File: src/rtl/riscv_pkg.sv
// riscv_pkg: funct3 op codes and execute-stage state encoding.
package riscv_pkg;
  localparam logic [2:0] F3_ADD  = 3'b000;
  localparam logic [2:0] F3_SLL  = 3'b001;
  localparam logic [2:0] F3_SLT  = 3'b010;
  localparam logic [2:0] F3_SLTU = 3'b011;
  localparam logic [2:0] F3_XOR  = 3'b100;
  localparam logic [2:0] F3_SR   = 3'b101;
  localparam logic [2:0] F3_OR   = 3'b110;
  localparam logic [2:0] F3_AND  = 3'b111;
  typedef enum logic {IDLE, SHIFT} state_t;
endpackage

File: src/rtl/riscv_alu.sv
// riscv_alu: combinational add/sub/compare/logic; shift codes yield zero.
module riscv_alu
  import riscv_pkg::*;
#(
  parameter int XLEN = 32
) (
  input  logic [XLEN-1:0] a,
  input  logic [XLEN-1:0] b,
  input  logic [2:0]      funct3,
  input  logic            alt,
  output logic [XLEN-1:0] y
);
  always_comb
    y = funct3 == F3_ADD  ? (alt ? a - b : a + b) :
        funct3 == F3_SLT  ? {{(XLEN-1){1'b0}}, $signed(a) < $signed(b)} :
        funct3 == F3_SLTU ? {{(XLEN-1){1'b0}}, a < b} :
        funct3 == F3_XOR  ? a ^ b :
        funct3 == F3_OR   ? a | b :
        funct3 == F3_AND  ? a & b : '0;
endmodule

File: src/rtl/riscv_ex.sv
// riscv_ex: execute stage with registered ALU result and a one-bit-per-cycle
// iterative shifter that stalls upstream while busy.
module riscv_ex
  import riscv_pkg::*;
#(
  parameter int XLEN = 32
) (
  input  logic            clk,
  input  logic            rst,
  input  logic            valid_in,
  input  logic [4:0]      rd,
  input  logic [XLEN-1:0] a,
  input  logic [XLEN-1:0] b,
  input  logic [2:0]      funct3,
  input  logic            alt,
  input  logic            exception_in,
  output logic            stall,
  output logic            valid_out,
  output logic [4:0]      rd_out,
  output logic [XLEN-1:0] result,
  output logic            exception_out
);
  localparam int SW = $clog2(XLEN);
  state_t state, state_nx;
  logic [XLEN-1:0] alu_y, acc, acc_nx;
  logic [SW-1:0] cnt;
  logic [4:0] rd_lat;
  logic left, arith, is_shift, start_shift, last;
  riscv_alu #(.XLEN(XLEN)) u_alu (.a(a), .b(b), .funct3(funct3), .alt(alt), .y(alu_y));
  always_comb begin
    is_shift = funct3 == F3_SLL || funct3 == F3_SR;
    start_shift = valid_in && !exception_in && is_shift && b[SW-1:0] != '0;
    last = cnt == SW'(1);
    acc_nx = left ? {acc[XLEN-2:0], 1'b0} : {arith & acc[XLEN-1], acc[XLEN-1:1]};
  end
  always_comb
    state_nx = state == IDLE ? (start_shift ? SHIFT : IDLE) : (last ? IDLE : SHIFT);
  always_comb stall = state == SHIFT;
  always_ff @(posedge clk)
    if (rst) state <= IDLE;
    else state <= state_nx;
  always_ff @(posedge clk)
    if (rst) begin
      valid_out <= 1'b0;
      rd_out <= '0;
      result <= '0;
      exception_out <= 1'b0;
      acc <= '0;
      cnt <= '0;
      rd_lat <= '0;
      left <= 1'b0;
      arith <= 1'b0;
    end else if (state == IDLE) begin
      valid_out <= valid_in && !start_shift;
      if (start_shift) begin
        acc <= a;
        cnt <= b[SW-1:0];
        rd_lat <= rd;
        left <= funct3 == F3_SLL;
        arith <= alt;
      end else if (valid_in) begin
        rd_out <= rd;
        result <= exception_in ? '0 : is_shift ? a : alu_y;
        exception_out <= exception_in;
      end
    end else begin
      acc <= acc_nx;
      cnt <= cnt - SW'(1);
      valid_out <= last;
      if (last) begin
        result <= acc_nx;
        rd_out <= rd_lat;
        exception_out <= 1'b0;
      end
    end
endmodule
File: config.mk
export PLATFORM = sky130hd
export DESIGN_NAME = riscv_ex
export DESIGN_NICKNAME = d
export VERILOG_FILES = /design/src/rtl/riscv_pkg.sv /design/src/rtl/riscv_alu.sv /design/src/rtl/riscv_ex.sv
export SDC_FILE = /design/constraint.sdc
export NUM_CORES = 1
export LEC_CHECK = 0
export ABC_AREA = 1
export CORE_MARGIN = 4
export CORE_UTILIZATION = 50
export CTS_BUF_LIST = sky130_fd_sc_hd__clkbuf_2
export DETAILED_ROUTE_END_ITERATION = 6
export GPL_ROUTABILITY_DRIVEN = 0
export PLACE_DENSITY_LB_ADDON = 0.05
export SYNTH_ARGS = -nofsm -noshare
export SYNTH_HDL_FRONTEND = slang
export SYNTH_SLANG_ARGS = --single-unit
File: constraint.sdc
create_clock -name clk -period 2.1 [get_ports clk]
set_input_delay 0.42 -clock clk [delete_from_list [all_inputs] [get_ports clk]]
set_output_delay 0.42 -clock clk [all_outputs]
set_load 0.02 [all_outputs]
# == Word-level counts from Yosys, hierarchy flattened ==
# Index checks and enable logic that the tools add are counted.
# totals
regBits,84
inputBits,77
wordCells,73
# classes
n_addsub,3
magnitude_cmp,2
n_eq_ne,10
n_mux,30
bitwise,5
reduce_logical,13
# op_table
cell,count
$mux 32,16
$lt 32x32->1,2
$add 32x32->32,1
$and 32x32->32,1
$or 32x32->32,1
$sub 32x32->32,1
$xor 32x32->32,1
$mux 5,6
$eq 3x3->1 const B,4
$mux 1,8
$eq 3x2->1 const B,2
$eq 5x1->1 const B,1
$reduce_bool 5->1,1
$sub 5x1->5 const B,1
$logic_and 1x1->1,4
$reduce_bool 2->1,2
$eq 3x1->1 const B,1
$logic_not 3->1,1
$reduce_and 3->1,1
$logic_not 1->1,2
$ne 2x1->1 const B,1
$ne 2x2->1 const B,1
$reduce_and 2->1,1
$and 1x1->1,1
2 further kinds,2

# == Longest topological paths before layout ==
# Gate-level depths: netlist (run 1).
# depth
ltp_word,12
depth_mapped,21
ltp_nobuf,20

# == Cells and area by module ==
# Synthesis (run 1) repeated with hierarchy kept, for this count alone.
# unflattened
cells_unflattened,2066
hier_area_um2,11050.6
# modules_own_cells
module,n_inst,cells_each,area_per_inst_um2,seq_area_each_um2
riscv_alu,1,1303,6404.9,0.0
riscv_ex,1,763,4645.7,1681.6

# == Worst setup path before layout (run 1) ==
# No wires, ideal clock.
# synth_path
path_type,input port to flip-flop
startpoint,input port a[0]
endpoint,register result[8]
t_arrival_ns,2.116
t_required_ns,1.981
slack_ns,-0.135
cell_stages,14
path_buffers,0
cell_sequence,inv_1 ha_1 fa_1 o21ai_0 nand2_1 o21ai_1 nand2_1 o21ai_0 xor2_1 nand2_1 nand2_1 nand2_1 nand3_1 a21oi_1
# synth_via
elab_chain_cells,8
word_cells_on_any_way,9
# synth_rtl
item,line_no,source
start: declaration,riscv_ex.sv:12,"input logic [XLEN-1:0] a,"
$add 32x32->32 or $sub 32x32->32 (tied branches),riscv_alu.sv:14,y = funct3 == F3_ADD ? (alt ? a - b : a + b) :
$mux 32 (*) (2 in a row),riscv_alu.sv:14,
$mux 32 (*) (2 in a row),riscv_ex.sv:63,result <= exception_in ? '0 : is_shift ? a : alu_y;
$mux 32 (*),riscv_ex.sv:61,end else if (valid_in) begin
$mux 32 (*),riscv_ex.sv:55,if (start_shift) begin
$mux 32 (*),riscv_ex.sv:53,end else if (state == IDLE) begin
end signal: assignment,riscv_ex.sv:63,
end signal: assignment,riscv_ex.sv:71,result <= acc_nx;
end: declaration,riscv_ex.sv:20,"output logic [XLEN-1:0] result,"
# Every way passes the cells marked *; elsewhere a longest branch is shown, timed or not. The select of a mux whose other input is x is not followed.
# A chain may end at the register's enable or synchronous reset.

# == Worst setup path in the final report (run 1) ==
# layout_path
startpoint,input port b[21]
endpoint,register result[30]
# layout_via
elab_chain_cells,8
word_cells_on_any_way,9
# layout_rtl
item,line_no,source
start: declaration,riscv_ex.sv:13,"input logic [XLEN-1:0] b,"
$add 32x32->32 or $sub 32x32->32 (tied branches),riscv_alu.sv:14,
$mux 32 (*) (2 in a row),riscv_alu.sv:14,
$mux 32 (*) (2 in a row),riscv_ex.sv:63,
$mux 32 (*),riscv_ex.sv:61,
$mux 32 (*),riscv_ex.sv:55,
$mux 32 (*),riscv_ex.sv:53,
# Marks and branches as above.

==> impl_results.md, run 1 <==
* Tcrit/Tclk final at 0.999
* Crit path max fanout at 4
* Failing checks: DRC
* PD cells at 400 nW/µm²
* Mean area per synthesized cell at 5.40 µm²
* Worst slew margin at 0.723
* Sequential area share after synthesis at 0.160
* Clock Sinks at 84
* Top cell types by occurrence after synthesis: nand2_1 (593), inv_1 (290), nor2_1 (243)
* # IOs at 117
* Worst Skew at 0.0493 ns
* FF/Latch Area at 1680 µm²
* Final Net Count at 2483
* Reg clk slew, reported paths at 0.21 ns
* Final instance area at 15600 µm²
* Util after Layout at 0.764
* CP Data Required Time at 2.60 ns
* Overflow left after global routing at 0
* PortBufs at 116
* Post-synth top area cell: nand2_1
* H-tree depth at 3
* First-pass GRT wire length at 70.3 mm
* HP Class: in2reg
* Multi-input logic area at 8740 µm²
* Number of global-route vias before repair at 13900
* Synth top area share at 0.211
* Initial core utilization at 0.514
* Worst-margin pin slew at 0.415 ns
* Hold-fix buffers at CTS at 0
* Asr flop ratio synth at 0
* Later-pin clock latency in the skew report at 0.58 ns
* Yosys reg bits at 84
* Ranking of synthesized cells by area: nand2_1 (21%), dfxtp_1 (16%), ha_1 (12%)
* EDFF count, synth at 0
* LEAKAGE at 8.01 nW
* Initial DRC count at 1604
* Largest net degree at the start of global routing at 37
* DR pass1 iterations at 7
* Via/cell ratio at 5.68
* Die Span X at 153 µm
* CORE AREA at 20500 µm²
* CTS tree: done
* Fill cell count at 1657
* Routed Antenna Nets at 0
* Fin. Hold Viols at 0
* Routed vias at 14700
* Worst Setup Start Kind: input port
* Fin worst setup slack at 0.00169 ns
* Top cell by count, worst path: nand2_1
* Peak VDD IR at 0.508 mV
* GRT Util Overall at 0.364
* Post-DR wirelength/cell at 17.7 µm
* Pins over their slew limit at 0
* Root Driver: clkbuf_2
* Clk buf depth at 2
* Total CTS buffers at 9
* Most frequent cell after synthesis: nand2_1
* Die area at 23500 µm²
* Placed insts at 2542
* Residual DRC at 5
* Cell Area, Placed at 13900 µm²
* Max-cap violations at 0
* DP Worst Slack at -1.07 ns
* Yosys warning total at 0
* Cells along the critical path: clkdlybuf4s15_1, inv_2, ha_4, buf_6, inv_2, a21oi_4, buf_6, nand2_1, inv_1, nand2_1, nand2_1, nand2_1, nand2_2, nand3_1, nand2_1, nand2_1, nand2_1, nand2_1, nand2_1, nand2_2, a21oi_2
* Critical path class: in2reg
* Power, Total at 6.26 mW
* Final min period at 2.10 ns
* Initial antenna violation count at 3
* Crit. End Element: flip-flop
* Chip height at 153 µm
* Final setup fails at 0
* Max Freq at 477 MHz
* Main synth FF type: dfxtp_1
* Syn_nets at 2128
* Finished Layout Cells at 2583
* Layout cell share with drive strength beyond 1 at 0.306
* Worst Path Arrival at 2.60 ns
* Dpl hpwl at 34.8 mm
* Largest stage delay on the critical path at 0.31 ns
* Gate Count Post-Synth at 1951
* Max stage delay cell, worst path: ha_4
* Yosys cell types at 35
* Routed Wire Length at 45.7 mm
* Mapped Area at 10500 µm²
* Cell row count at 52
* Layout area overhead at 48.5%
* Status: complete, but fails checks
per-layer routing:
layer,GRT usage,vias up,share of wire
met5,0,-,0.00015
met2,0.570,933,0.44
met3,0.0840,206,0.12
met4,0.139,2,0.042
met1,0.486,6664,0.40
li1,-,6867,-
repair_timing:
item	in CTS	in global routing
setup buffers	11	13
gates cloned	0	0
resized for setup	358	187
endpoints found under the setup margin	32	32
pin swaps	70	71
through the flow:
stage | setup TNS, ns | hold slack [ns]
floorplan | -0.0584 | 0.441
global placement | -41.44 | 0.448
detailed placement | -46.85 | 0.451
CTS | -0.00721 | 0.395
global route | -0.260 | 0.266
finish | 0 | 0.236
state kept, by name, summed over array words and instances, names as in the netlist:
register       count
stall              1
rd_out             5
cnt                5
exception_out      1
acc               32
arith              1
result            32
valid_out          1
rd_lat             5
left               1
cells in the final DEF, fill, tap and decap left out, drive strengths merged, types with 20 or more instances in the layout:
cell / Yosys / routed
nand4: 21 / 21
a21oi: 176 / 176
o21ai: 179 / 179
ha: 98 / 98
clkdlybuf4s50: 0 / 52
dlymetal6s2s: 0 / 20
dlygate4sd2: 0 / 25
nand2: 593 / 593
dfxtp: 84 / 84
clkbuf: 48 / 21
nor2: 246 / 246
nand3: 85 / 85
buf: 42 / 320
inv: 294 / 295
report_power, final:
part           total (mW)  internal, mW  switching (mW)
Combinational        3.66          1.51            2.15
Clock               0.866         0.277           0.589
Sequential           1.74          1.68          0.0545
worst max-delay path, delay by kind of cell:
kind,cells,cell delay [ns]
AOI/OAI and AO/OA,2,0.32
adders and majority gates,1,0.31
buffers and inverters,6,0.65
and+or+nand+nor,12,0.90
final timing paths:
kind	start	to	slack (ns)	depth (start not counted)
max reg2reg	stall$_SDFF_PP0_	result[7]$_SDFFE_PP0P_	0.54	8
max	b[21]	result[30]$_SDFFE_PP0P_	0.002	21
min reg2reg	rd_lat[3]$_SDFFE_PP0P_	rd_lat[3]$_SDFFE_PP0P_	0.48	2
min	b[0]	cnt[0]$_SDFFE_PP0P_	0.24	3
kinds of logic (layout without fill, tap and decap cells):
family          after synthesis  after routing  share of synthesized area
other cells                   0              2                          0
fa+ha+maj                   100            100                      0.120
simple gates                968            968                      0.365
flops                        84             84                      0.160
buf+inv                     386            746                      0.145
compound gates              406            406                      0.204
xor+xnor                      7              7                    0.00582
area by class of cell:
| type | count | area share |
|---|---|---|
| timing repair buffer | 434 | 0.233 |
| sequential | 84 | 0.107 |
| multi-input combinational | 1481 | 0.559 |
| tap | 270 | 0.0216 |
| inverter | 296 | 0.0716 |
| clock inverter | 6 | 0.00400 |
| antenna | 2 | 0.000320 |
| clock buffer | 10 | 0.00320 |
(Power assumes the default switching activity.)
==> inputs of run 2 (changes only) <==
RECOVER_POWER = 25   (was default)
==> impl_results.md, run 2 (same netlist as run 1, synthesis figures left out) <==
* Most common cell after layout, fill and taps aside: nand2_1
* Layout cell share with drive strength beyond 1 at 0.305 (-0.000433)
* Peak VDD IR at 0.501 mV (-1.4%)
* Fin. Hold Viols at 0 (unchanged)
* PortBufs at 116 (unchanged)
* Die area at 23500 µm² (unchanged)
* Reg clk slew, reported paths at 0.21 ns (about the same)
* Worst Setup Start Kind: input port
* Crit path max fanout at 4 (unchanged)
* Initial core utilization at 0.514 (unchanged)
* Via/cell ratio at 5.65 (-0.50%)
* Status: finished, final reports clean
* Routed Antenna Nets at 0 (unchanged)
* CP Data Required Time at 2.61 ns (about the same)
* Crit. End Element: flip-flop
* Largest net degree at the start of global routing at 37 (unchanged)
* Final Net Count at 2483 (unchanged)
* Residual DRC at 0 (-5)
* Initial antenna violation count at 3 (unchanged)
* LEAKAGE at 7.99 nW (-0.30%)
* Routed Wire Length at 45.7 mm (about the same)
* Layout area overhead at 48.4%
* Dpl hpwl at 34.8 mm (unchanged)
* Top flop regs: acc x32, result x32
* Die Span X at 153 µm (unchanged)
* Setup TNS at 0 ns (unchanged)
* Worst-margin pin slew at 0.414 ns (-0.00117 ns)
* Clock Sinks at 84 (unchanged)
* Finished Layout Cells at 2584 (+0.039%)
* CORE AREA at 20500 µm² (unchanged)
* Placed insts at 2542 (unchanged)
* Max Freq at 480 MHz (+0.62%)
* Number of global-route vias before repair at 13900 (unchanged)
* GRT Util Overall at 0.364 (unchanged)
* Chip height at 153 µm (unchanged)
* Final min period at 2.09 ns (-0.0129 ns)
* Max-cap violations at 0 (unchanged)
* Post-DR wirelength/cell at 17.7 µm (about the same)
* Overflow left after global routing at 0 (unchanged)
* Total CTS buffers at 9 (unchanged)
* Worst Path Arrival at 2.60 ns (about the same)
* CTS tree: done
* Fill cell count at 1664 (+0.42%)
* Final setup fails at 0 (unchanged)
* First-pass GRT wire length at 70.3 mm (unchanged)
* Tcrit/Tclk final at 0.993 (-0.00612)
* Root Driver: clkbuf_2
* Worst Skew at 0.0429 ns (-0.00640 ns)
* HP Class: in2reg
* H-tree depth at 3 (unchanged)
* Cell row count at 52 (unchanged)
* PD cells at 400 nW/µm² (+0.12%)
* Pins over their slew limit at 0 (unchanged)
* Most frequent cells in the layout: nand2_1 (501), buf_4 (294), inv_1 (216)
* DR pass1 iterations at 7 (unchanged)
* Critical path class: in2reg
* Routed vias at 14600 (-0.46%)
* Worst slew margin at 0.724 (+0.000779)
* Initial DRC count at 1857 (+16%)
* # IOs at 117 (unchanged)
* Later-pin clock latency in the skew report at 0.59 ns (about the same)
* Clk buf depth at 2 (unchanged)
## run 2: final cells by class
type / instances / area, µm² / area share
multi-input combinational: 1481 / 8740 / 0.559
sequential: 84 / 1680 / 0.108
tap: 270 / 338 / 0.0216
timing repair buffer: 434 / 3630 / 0.232
clock inverter: 6 / 62.6 / 0.00400
antenna: 3 / 7.51 / 0.000480
inverter: 296 / 1120 / 0.0716
clock buffer: 10 / 50.0 / 0.00320
## run 2: repair_timing
item                       CTS  global route
resized for setup          358           187
pin swaps                   70            71
hold buffers                 0             0
setup endpoints to repair   32            32
gates cloned                 0             0
buffers inserted            11            13
## run 2: per-stage QoR
stage | area (µm²) | utilization | setup WS (ns) | total power, mW | hold WS, ns
4_1_cts | 15200 | 0.740 | -0.00550 | 5.94 | 0.395
3_5_place_dp | 13900 | 0.680 | -1.07 | 4.72 | 0.451
2_1_floorplan | 10500 | - | -0.0225 | 3.31 | 0.441
5_1_grt | 15600 | 0.763 | -0.108 | 6.57 | 0.266
3_3_place_gp | 13900 | 0.680 | -1.04 | 4.69 | 0.448
6_report | 15600 | 0.763 | 0.0146 | 6.26 | 0.228
## run 2: critical path, cell delays in order
cell             delay (ns)
clkdlybuf4s15_1        0.20
inv_2                  0.06
ha_4                   0.31
buf_6                  0.12
inv_2                  0.06
a21oi_4                0.18
buf_6                  0.12
nand2_1                0.09
inv_1                  0.08
nand2_1                0.10
nand2_1                0.09
nand2_1                0.07
nand2_2                0.07
nand3_1                0.08
nand2_1                0.07
nand2_1                0.06
nand2_1                0.06
nand2_1                0.05
nand2_1                0.08
nand2_2                0.07
a21oi_2                0.14
## run 2: per-layer routing
layer	track usage	share of wire	wire length (µm)
met5	0	0.00015	7
met4	0.139	0.041	1860
met3	0.0840	0.12	5380
met2	0.570	0.44	19900
met1	0.486	0.41	18600
## run 2: report_power, final
part	switching, mW	internal [mW]
Combinational	2.15	1.50
Sequential	0.0542	1.68
Clock	0.591	0.277
## run 2: final timing paths
kind / end / from / cells past startpoint / slack, ns
max: result[30]$_SDFFE_PP0P_ / b[21] / 21 / 0.01
max reg2reg: rd_out[2]$_SDFFE_PP0P_ / stall$_SDFF_PP0_ / 7 / 0.52
min: cnt[0]$_SDFFE_PP0P_ / b[0] / 3 / 0.23
min reg2reg: rd_lat[3]$_SDFFE_PP0P_ / rd_lat[3]$_SDFFE_PP0P_ / 2 / 0.48
==> inputs of run 3 (changes only) <==
ABC_AREA = default   (was 1)
RECOVER_POWER = default   (was 25)
SYNTH_HIERARCHICAL = 1   (was default)
==> impl_results.md, run 3 <==
* Power, Total at 6.18 mW (-1.2%)
* H-tree depth at 3 (unchanged)
* Reg clk slew, reported paths at 0.24 ns (+0.03 ns)
* Most common cell after layout, fill and taps aside: buf_4
* # IOs at 117 (unchanged)
* Sequential area share after synthesis at 0.173 (+0.0130)
* Critical path class: in2reg
* Max Freq at 332 MHz (-31%)
* Yosys cell types at 83 (+140%)
* Die area at 21800 µm² (-7.1%)
* Crit path max fanout at 3 (-1)
* Max-cap violations at 0 (unchanged)
* Total CTS buffers at 9 (unchanged)
* Worst r2r path cells at 6 (-1)
* Status: complete, but fails checks
* Final setup fails at 29 (+29)
* Number of global-route vias before repair at 11600 (-17%)
* Yosys warning total at 6 (+6)
* GRT Util Overall at 0.338 (-0.0259)
* Most frequent cells in the layout: buf_4 (351), nor2_1 (136), nand2_1 (133)
* Layout area overhead at 59.5%
* Initial DRC count at 1422 (-23%)
* LEAKAGE at 7.17 nW (-10%)
* CORE AREA at 19000 µm² (-7.5%)
* Root Driver: clkbuf_2
* Worst slew margin at 0.629 (-0.0957)
* Gate Count Post-Synth at 1367 (-30%)
* Largest net degree at the start of global routing at 85 (+130%)
* Later-pin clock latency in the skew report at 0.63 ns (+0.04 ns)
* Initial core utilization at 0.514 (about the same)
* Main synth FF type: dfxtp_1
* Ranking of synthesized cells by area: dfxtp_1 (17%), ha_1 (13%), mux2i_1 (8.0%)
* Final min period at 3.01 ns (+0.922 ns)
* Mean area per synthesized cell at 7.13 µm² (+32%)
* PD cells at 398 nW/µm² (-0.66%)
* EDFF count, synth at 0 (unchanged)
* Yosys reg bits at 84 (unchanged)
* Routed Wire Length at 41.2 mm (-10%)
* CTS tree: done
* Final Net Count at 1966 (-21%)
* CP Data Required Time at 2.67 ns (+0.06 ns)
* Top cell types by occurrence after synthesis: nor2_1 (146), nand2_1 (142), a21oi_1 (128)
* HP Class: in2reg
* Most frequent cell after synthesis: nor2_1
* Clk buf depth at 2 (unchanged)
* Crit. End Element: flip-flop
* Via/cell ratio at 6.12 (+8.3%)
* Cell row count at 50 (-3.8%)
* PortBufs at 116 (unchanged)
* Tcrit/Tclk final at 1.43 (+0.439)
* Post-synth top area cell: dfxtp_1
* Mapped Area at 9740 µm² (-7.5%)
* Chip height at 148 µm (-3.6%)
* Routed vias at 12600 (-14%)
* Initial antenna violation count at 2 (-1)
* Top flop regs: acc x32, result x32
* Die Span X at 148 µm (-3.6%)
* Post-DR wirelength/cell at 20.1 µm (+13%)
* Worst-margin pin slew at 0.557 ns (+0.144 ns)
* Routed Antenna Nets at 0 (unchanged)
* Syn_nets at 1544 (-27%)
* Dpl hpwl at 28.0 mm (-20%)
* Asr flop ratio synth at 0 (unchanged)
* Overflow left after global routing at 0 (unchanged)
* Cell Area, Placed at 13900 µm² (-0.50%)
* RSZ-0062 raised after global routing: true
* Worst Path Arrival at 3.57 ns (+0.97 ns)
* DR pass1 iterations at 6 (-1)
* Worst Skew at 0.0462 ns (+0.00335 ns)
* Worst Setup Start Kind: input port
* Clock Sinks at 84 (unchanged)
* Residual DRC at 0 (unchanged)
* Synth top area share at 0.173 (-0.0387)
* Final instance area at 15500 µm² (-0.56%)
* Failing checks: setup timing
* Fin worst setup slack at -0.908 ns (-0.922 ns)
* Worst Hold Depth at 4 (+1)
* Pins over their slew limit at 0 (unchanged)
* Fin. Hold Viols at 0 (unchanged)
* DP Worst Slack at -1.93 ns (-0.855 ns)
* Layout cell share with drive strength beyond 1 at 0.383 (+0.0777)
* First-pass GRT wire length at 60.3 mm (-14%)
* Peak VDD IR at 0.200 mV (-60%)
* Setup TNS at -19.11 ns (-19.11 ns)
-- run 3: cell types whose count changed after synthesis, sizes merged, moves of 30 or more --
| cell | delta |
|---|---|
| a211oi | +43 |
| a21oi | -47 |
| inv | -167 |
| mux2 | +30 |
| mux2i | +78 |
| nand2 | -451 |
| nand3 | -70 |
| nor2 | -100 |
| o21ai | -71 |
| o22ai | +34 |
-- run 3: logic make-up after synthesis --
logic type,Yosys count,share of synthesized area
AOI/OAI and AO/OA,429,0.282
and+or+nand+nor,390,0.178
buffers and inverters,226,0.0953
muxes,108,0.115
adders and majority gates,100,0.130
DFF,84,0.173
xor gates and xnor gates,30,0.0270
-- run 3: final timing paths --
check / from / endpoint / slack, ns
worst min-delay path: b[1] / cnt[1]$_SDFFE_PP0P_ / 0.25
worst max register to register: cnt[2]$_SDFFE_PP0P_ / result[20]$_SDFFE_PP0P_ / 0.09
worst max-delay path: b[2] / result[14]$_SDFFE_PP0P_ / -0.91
worst min register to register: acc[14]$_SDFFE_PP0P_ / acc[14]$_SDFFE_PP0P_ / 0.48
-- run 3: layer usage --
metal / up-vias / global-route usage / routed length [µm]
met5: - / 0 / 0
met4: 0 / 0.125 / 2300
met3: 223 / 0.0582 / 3950
met2: 826 / 0.539 / 18200
met1: 5868 / 0.457 / 16700
li1: 5655 / - / -
-- run 3: power breakdown --
group,internal [mW],switching (mW)
clock,0.159,0.667
sequential,1.67,0.0524
combinational,1.73,1.90
total,3.56,2.62
-- run 3: what timing repair did --
item / CTS / global route
hold buffers: 0 / 0
cloned: 1 / 0
setup buffers: 47 / 19
gates resized for setup: 284 / 99
pin swaps: 140 / 95
setup endpoints to repair: 33 / 76
-- run 3: final cells by class --
| type | count | area [µm²] |
|---|---|---|
| Antenna cell | 1 | 2.50 |
| Clock buffer | 9 | 45.0 |
| Clock inverter | 6 | 48.8 |
| Fill cell | 1260 | 3410 |
| Inverter | 128 | 551 |
| Multi-Input combinational cell | 1057 | 8490 |
| Sequential cell | 84 | 1680 |
| Tap cell | 260 | 325 |
| Timing Repair Buffer | 509 | 4400 |
-- run 3: worst max-delay path, cell delays in order --
cell and delay [ns]:
clkdlybuf4s15_2 0.20, inv_2 0.09, ha_1 0.19, nor2b_1 0.18, buf_4 0.16, o311ai_4 0.13
a2111oi_4 0.47, buf_4 0.21, buf_4 0.12, nor3_4 0.04, o311ai_1 0.29, o21ai_1 0.16
xnor2_1 0.16, o22ai_1 0.22, mux2i_1 0.15, o21ai_2 0.20, mux2i_1 0.10, nor2_1 0.10
-- run 3: stage by stage --
stage           util  instances  hold WS (ns)
2_1_floorplan      -       1367         0.438
3_3_place_gp   0.732       1983         0.451
3_5_place_dp   0.732       1983         0.458
4_1_cts        0.797       2037         0.266
5_1_grt        0.820       2054         0.246
6_report       0.820       2054         0.254
